$ cat config.mk
export PLATFORM = sky130hd
export DESIGN_NAME = sif_xa_initiator
export DESIGN_NICKNAME = d
export VERILOG_FILES = /design/src/rtl/sif_xa_initiator.sv
export SDC_FILE = /design/constraint.sdc
export NUM_CORES = 1
export LEC_CHECK = 0
export BUFFER_PORTS_ARGS = -buffer_cell sky130_fd_sc_hd__buf_2
export CAP_MARGIN = 40
export CORE_MARGIN = 2
export CORE_UTILIZATION = 53
export DETAILED_ROUTE_END_ITERATION = 8
export PLACE_DENSITY = 0.75
export SYNTH_ARGS = -nofsm -noshare
export SYNTH_HDL_FRONTEND = slang
export SYNTH_SLANG_ARGS = --single-unit
$ cat constraint.sdc
create_clock -name clk -period 3.5 [get_ports clk]
set_clock_uncertainty 0.1 [all_clocks]
set_input_delay 0.875 -clock clk [delete_from_list [all_inputs] [get_ports clk]]
set_output_delay 0.875 -clock clk [all_outputs]
set_load 0.01 [all_outputs]
$ cat src/rtl/sif_xa_initiator.sv
// sif_xa_initiator: queues write/read commands and issues them as single-cycle xa strobes
// separated by idle cycles. Define SIF_XA_WRITE_VERIFY_EN to read back every write and flag mismatches on verr.
module sif_xa_initiator #(
  parameter int ADDR_W     = 8,
  parameter int DATA_W     = 8,
  parameter int RD_LAT     = 2,
  parameter int FIFO_DEPTH = 4
) (
  input  logic              clk,
  input  logic              rst,
  input  logic              cmd_valid,
  output logic              cmd_ready,
  input  logic              cmd_wr,
  input  logic [ADDR_W-1:0] cmd_addr,
  input  logic [DATA_W-1:0] cmd_wdata,
  output logic              rsp_valid,
  output logic [DATA_W-1:0] rsp_rdata,
  output logic              busy,
  output logic              xa_wr_s,
  output logic              xa_rd_s,
  output logic [ADDR_W-1:0] xa_addr,
  output logic [DATA_W-1:0] xa_data_wr,
  input  logic [DATA_W-1:0] xa_data_rd,
  output logic              verr
);

  localparam int IDX_W = $clog2(FIFO_DEPTH);
  localparam int PTR_W = IDX_W + 1;
  localparam int CMD_W = 1 + ADDR_W + DATA_W;
  localparam logic [2:0] LAT_LOAD = 3'(RD_LAT - 1);

  typedef enum logic [2:0] {IDLE, WR, RD, RD_WAIT, GAP} state_t;

  state_t           state_reg;
  logic [CMD_W-1:0] fifo_mem [FIFO_DEPTH];
  logic [PTR_W-1:0] wr_ptr_reg;
  logic [PTR_W-1:0] rd_ptr_reg;
  logic [PTR_W-1:0] wr_ptr_next;
  logic [PTR_W-1:0] rd_ptr_next;
  logic             cmd_ready_reg;
  logic [2:0]       wait_cnt_reg;
  logic [CMD_W-1:0] head;
  logic             push;
  logic             pop;
  logic             fifo_empty;

  assign push        = cmd_valid && cmd_ready_reg;
  assign fifo_empty  = (wr_ptr_reg == rd_ptr_reg);
  assign pop         = (state_reg == IDLE) && !fifo_empty;
  assign wr_ptr_next = wr_ptr_reg + PTR_W'(push);
  assign rd_ptr_next = rd_ptr_reg + PTR_W'(pop);
  assign head        = fifo_mem[rd_ptr_reg[IDX_W-1:0]];

  assign cmd_ready = cmd_ready_reg;
  assign busy      = !fifo_empty || (state_reg != IDLE);

  // Storage has no reset so it maps onto RAM; validity is tracked by the pointers.
  always_ff @(posedge clk) begin
    if (push) begin
      fifo_mem[wr_ptr_reg[IDX_W-1:0]] <= {cmd_wr, cmd_addr, cmd_wdata};
    end
  end

  // cmd_ready is computed from the next pointers, so a pop into a full FIFO reopens it one cycle later.
  always_ff @(posedge clk) begin
    if (rst) begin
      wr_ptr_reg    <= '0;
      rd_ptr_reg    <= '0;
      cmd_ready_reg <= 1'b1;
    end else begin
      wr_ptr_reg    <= wr_ptr_next;
      rd_ptr_reg    <= rd_ptr_next;
      cmd_ready_reg <= !((wr_ptr_next[PTR_W-1] != rd_ptr_next[PTR_W-1]) &&
                         (wr_ptr_next[IDX_W-1:0] == rd_ptr_next[IDX_W-1:0]));
    end
  end

`ifdef SIF_XA_WRITE_VERIFY_EN
  logic verify_reg;
  logic vfy_pending_reg;
  logic verr_reg;
  assign verr = verr_reg;
`else
  assign verr = 1'b0;
`endif

  always_ff @(posedge clk) begin
    if (rst) begin
      state_reg    <= IDLE;
      wait_cnt_reg <= '0;
      xa_wr_s      <= 1'b0;
      xa_rd_s      <= 1'b0;
      xa_addr      <= '0;
      xa_data_wr   <= '0;
      rsp_valid    <= 1'b0;
      rsp_rdata    <= '0;
`ifdef SIF_XA_WRITE_VERIFY_EN
      verify_reg      <= 1'b0;
      vfy_pending_reg <= 1'b0;
      verr_reg        <= 1'b0;
`endif
    end else begin
      rsp_valid <= 1'b0;
      case (state_reg)
        IDLE: begin
          if (pop) begin
            xa_addr <= head[DATA_W +: ADDR_W];
`ifdef SIF_XA_WRITE_VERIFY_EN
            verify_reg <= 1'b0;
`endif
            if (head[CMD_W-1]) begin
              xa_data_wr <= head[DATA_W-1:0];
              xa_wr_s    <= 1'b1;
              state_reg  <= WR;
            end else begin
              xa_rd_s   <= 1'b1;
              state_reg <= RD;
            end
          end
        end
        WR: begin
          xa_wr_s   <= 1'b0;
          state_reg <= GAP;
`ifdef SIF_XA_WRITE_VERIFY_EN
          vfy_pending_reg <= 1'b1;
`endif
        end
        RD: begin
          xa_rd_s      <= 1'b0;
          wait_cnt_reg <= LAT_LOAD;
          state_reg    <= RD_WAIT;
        end
        RD_WAIT: begin
          if (wait_cnt_reg == 3'd0) begin
`ifdef SIF_XA_WRITE_VERIFY_EN
            // The verify readback compares against the still-held write data and never responds.
            if (verify_reg) begin
              if (xa_data_rd != xa_data_wr) verr_reg <= 1'b1;
            end else
`endif
            begin
              rsp_rdata <= xa_data_rd;
              rsp_valid <= 1'b1;
            end
            state_reg <= GAP;
          end else begin
            wait_cnt_reg <= wait_cnt_reg - 3'd1;
          end
        end
        GAP: begin
`ifdef SIF_XA_WRITE_VERIFY_EN
          if (vfy_pending_reg) begin
            vfy_pending_reg <= 1'b0;
            verify_reg      <= 1'b1;
            xa_rd_s         <= 1'b1;
            state_reg       <= RD;
          end else begin
            state_reg <= IDLE;
          end
`else
          state_reg <= IDLE;
`endif
        end
        default: state_reg <= IDLE;
      endcase
    end
  end

endmodule

# Word-level counts from Yosys, hierarchy flattened
# Memories as Yosys holds them, arrays and structs flattened. A register that Yosys moved wholly into a read port is not among the register bits.
# Index checks and enable logic that the tools add are counted.
# word_totals
reg_bits	40
latchBits	0
ram_bits	68
rom_bits	0
in_bits	28
out_inout_bits	30
word_cells	63
n_memories	1
# memory_table
memory	depth	width	rd	rd_ports_with_merged_regs	write_ports	line	rtl
fifo_mem	4	17	1	1	1	35	logic [CMD_W-1:0] fifo_mem [FIFO_DEPTH];
# classes
add_sub_neg	3
mul	0
div_mod_pow	0
magnitude_cmp	0
n_eq_ne	11
shifts	0
muxes	16
n_bitwise	1
reduce_logical	20
# op_table
cell	n
$pmux 3 s4	1
$ne 2x2->1 const B	5
$mux 3	3
$reduce_and 3->1	3
$reduce_and 2->1	4
$mux 1	7
$add 3x1->3	2
$eq 3x2->1 const B	2
$logic_not 3->1	2
$pmux 3 s2	1
$reduce_bool 2->1	3
$mux 2	2
$pmux 1 s2	2
$eq 3x1->1 const B	1
$eq 3x3->1	1
$logic_and 1x1->1	3
$reduce_bool 3->1	1
$sub 3x1->3 const B	1
$eq 2x2->1	1
$logic_not 1->1	2
$reduce_or 2->1	1
$logic_or 1x1->1	1
$ne 1x1->1	1
$not 1->1	1

# Depth between registers and ports, before layout
# logic_depth
word_depth	7
mapped_depth	9
ltp_nobuf	7

# Least setup slack after synthesis
# No wires, ideal clock.
# synth_timing
path_kind	in2reg
startpoint	input cmd_valid
endpoint	memory fifo_mem[2][0] (netlist bit), enable pin
setup_time_ns	0.416
arrival_ns	2.301
required_time_ns	2.984
path_slack_ns	0.682
cell_stages	2
n_path_buf	0
path_cell_list	nand2_1 -> nor3b_1
# synth_between
elab_chain_cells	3
# synth_rtl
item	line	rtl
start, declared	11	input logic cmd_valid,
$logic_and 1x1->1	47	assign push = cmd_valid && cmd_ready_reg;
$mux 1	59	if (push) begin
$mux 1 (not written as such)	60	fifo_mem[wr_ptr_reg[IDX_W-1:0]] <= {cmd_wr, cmd_addr, cmd_wdata};
end, declared	35	
# Every way passes these cells.

# Worst setup path in the final report
# layout_timing
startpoint	register rd_ptr_reg[0]
endpoint	output busy
# layout_between
elab_chain_cells	3
# layout_rtl
item	line	rtl
start, declared	37	logic [PTR_W-1:0] rd_ptr_reg;
start signal, assigned	72	rd_ptr_reg <= rd_ptr_next;
$eq 3x3->1	48	assign fifo_empty = (wr_ptr_reg == rd_ptr_reg);
$logic_not 1->1	55	assign busy = !fifo_empty || (state_reg != IDLE);
$logic_or 1x1->1	55	
end, declared	18	output logic busy,
# Every way passes these cells.

==> run summary <==
Core ar. = 7690 sq um
Cells along the critical path = buf_4, xnor2_1, nand4_1, buf_2
RR Endpoint = cmd_ready
Count of different cell masters after synthesis = 38
Pin count of the biggest net entering global routing = 41
Max-cap viol count = 0
Via count = 2,294
Critical Path RT = 2.52 ns
Antenna cells = 0
Clk sinks = 108
Cell row count = 32
Reg-to-reg startpoint = state_reg[2]
Vias in the first global route = 2,183
Worst Setup End Kind = output port
M3 GR Usage = 3.74%
Synth top cells by count = 68 x edfxtp_1, 40 x dfxtp_1, 27 x nor2_1
WS Path Type = reg2out
Share of the synthesized area in the top cell type = 48.9%
Pwr/cell area = 670 nW/um^2
Number of post-CTS setup repair buffers = 0
Slew @ Worst Pin = 0.741 ns
Count leader, synth = edfxtp_1
Drt first pass iters = 4
Crit path arrival time = 1.70 ns
Largest area contributor in the netlist = edfxtp_1
Hold Fails Final Rpt = 0
Top Usage Layer GRT = met2
Initial antenna violation count = 0
Worst skew pair latency = 0.36 ns
Post-synthesis instance total = 267
Status = complete, no violations
M1 GR Usage = 22.4%
CTS HTree Levels = 3
Starting DRC count in detailed routing = 72
TritonCTS clock tree = built
Crit-path slowest cell = dfxtp_1
Unrepaired setup endpoints after global routing = no
Peak supply drop = 342 uV
Final Cell Area = 4770 sq um
Worst Reg-to-Reg Cells = 7
Mean post-synth cell area = 15.6 sq um
Switching part of the total = 29.6%
Die Span Y = 92.7 um
Average via count per standard cell = 5.29
Final #Nets = 361
GRT met2 Usage = 27.9%
Fmax = 0.374 GHz
Worst Hold End = rsp_rdata[2]
Final GP Congestion = 0.781
CTS Buf Count = 9
Detailed-route DRC error count = 0
Die Span X = 92.7 um
Largest cells by area after synthesis = edfxtp_1 49%, dfxtp_1 19%, mux4_2 6.5%, mux2i_1 4.1%, mux4_1 3.1%
Cts hold-fix bufs = 0
Fin crit share = 76.3%
Wire per inst = 16.0 um
Post-CTS Resized = 0
Gate power share = 27.4%
First-pass GRT wire length = 11.0 mm
Worst hold path cell count = 2
TNS Setup = 0 ns
Sequential area share after synthesis = 68.1%
DP Wirelength = 4.60 mm
Final setup fails = 0
IO Pins = 58
Syn nets = 301
Fin. max-slew vios = 0
Die Footprint = 8600 sq um
Worst path max stage delay = 0.37 ns
Power Total = 3.20 mW
Synth warn = 0
Max FFs per register = 68
Net Sw Power = 0.945 mW
Int Power = 2.25 mW
Sequential Power Share = 50.1%
Total GRT Usage = 17.2%
Final wirelength = 6.94 mm
FF+latch count, synth = 108
Crit path launch type = register
Clock tree buffer depth = 2
Post-Syn Area = 4170 sq um
Worst hold start = rsp_rdata[2]
EDFF count, synth = 68
Worst hold path type = reg2reg
Crit Path Max Fanout = 19
Fillers = 600
GR Overflow Total = 0
Minimum clock period = 2.67 ns
Synth-to-Final Area Change = 14.2%
Clock transition at path regs = 0.10 ns
Non-Filler Instances = 434
Clk pwr share = 22.5%
CTS root buffer = clkbuf_8
R2r setup slk = 0.92 ns
Initial Utilization = 54.3%
Port Buf Inserts = 56
CP Buf/Inv Count = 2
Slew HR = 50.6%
Cell family with most CP delay = buffers and inverters
Leak Pwr = 1.82 nW
Post-route ant nets = 0
Placed insts = 418
Ratio of cells with drive above 1 in the final layout = 29.2%
Placed inst area = 4580 sq um
Primary FF master, synth = edfxtp_1
Synth async-reset ratio = 0%
## kinds of logic (layout without fill, tap and decap cells)
| family | after synthesis | count (layout) | synth area share (%) |
|---|---|---|---|
| buffers and inverters | 20 | 85 | 2.34 |
| adders and majority gates | 6 | 6 | 1.80 |
| xor gates and xnor gates | 11 | 11 | 2.31 |
| DFF | 108 | 108 | 68.1 |
| muxes | 34 | 34 | 13.7 |
| and+or+nand+nor | 68 | 68 | 7.82 |
| other | 1 | 1 | 0.0898 |
| AOI/OAI and AO/OA | 19 | 19 | 3.84 |
## area by class of cell
| cell class | instances | area [sq um] | area share (%) |
|---|---|---|---|
| clock inverters | 3 | 20.0 | 0.420 |
| multi-input cells | 139 | 1250 | 26.2 |
| clock buffers | 13 | 170 | 3.57 |
| well taps | 102 | 128 | 2.68 |
| flip-flops and latches | 108 | 2840 | 59.6 |
| repair buffers | 64 | 340 | 7.14 |
| inverters | 5 | 18.8 | 0.394 |
## layer usage
layer	share of wire, %	vias up
li1	-	1118
met1	47	1106
met2	47	57
met3	3.8	13
met4	1.9	0
met5	0	-
## power by group through the flow
stage                     sequential, mW  clock, mW  combinational (mW)
after floorplan                     1.63          0               0.656
after global placement              1.62          0               0.877
after detailed placement            1.63          0               0.888
after CTS                           1.60      0.733               0.891
after global routing                1.62      0.777               0.965
final                               1.60      0.719               0.877
## stage by stage
step / hold slack (ns) / worst slack (ns) / utilization, %
final: 0.360 / 0.828 / 62.0
after detailed placement: 0.347 / 0.923 / 59.6
after global placement: 0.340 / 0.977 / 59.6
after floorplan: 0.367 / 0.682 / -
after CTS: 0.359 / 0.783 / 62.0
after global routing: 0.379 / 0.684 / 62.0
## layout by cell type (no fill, tap or decap), drive strengths merged, types with 6 or more instances in the layout
| cell type | n |
|---|---|
| clkbuf | 13 |
| xnor2 | 6 |
| edfxtp | 68 |
| a21oi | 10 |
| buf | 64 |
| mux4 | 17 |
| mux2i | 17 |
| dfxtp | 40 |
| ha | 6 |
| nand2 | 11 |
| nor2 | 28 |
| nand3 | 9 |
## tightest hold or removal path, stage by stage (launching register included)
cell and delay (ns):
dfxtp_1 0.32, nand2_1 0.05, a21oi_1 0.05
## worst max path at each step
| stage | slack [ns] | cells past startpoint | start | endpoint |
|---|---|---|---|---|
| after floorplan | 0.68 | 2 | cmd_valid | fifo_mem[2][0] |
| after global placement | 0.98 | 7 | cmd_valid | cmd_ready |
| after detailed placement | 0.92 | 7 | state_reg[2] | cmd_ready |
| after CTS | 0.78 | 4 | rd_ptr_reg[0] | busy |
| after global routing | 0.68 | 4 | rd_ptr_reg[0] | busy |
| final | 0.83 | 4 | rd_ptr_reg[0] | busy |
Power figures use the tool's default switching activity.
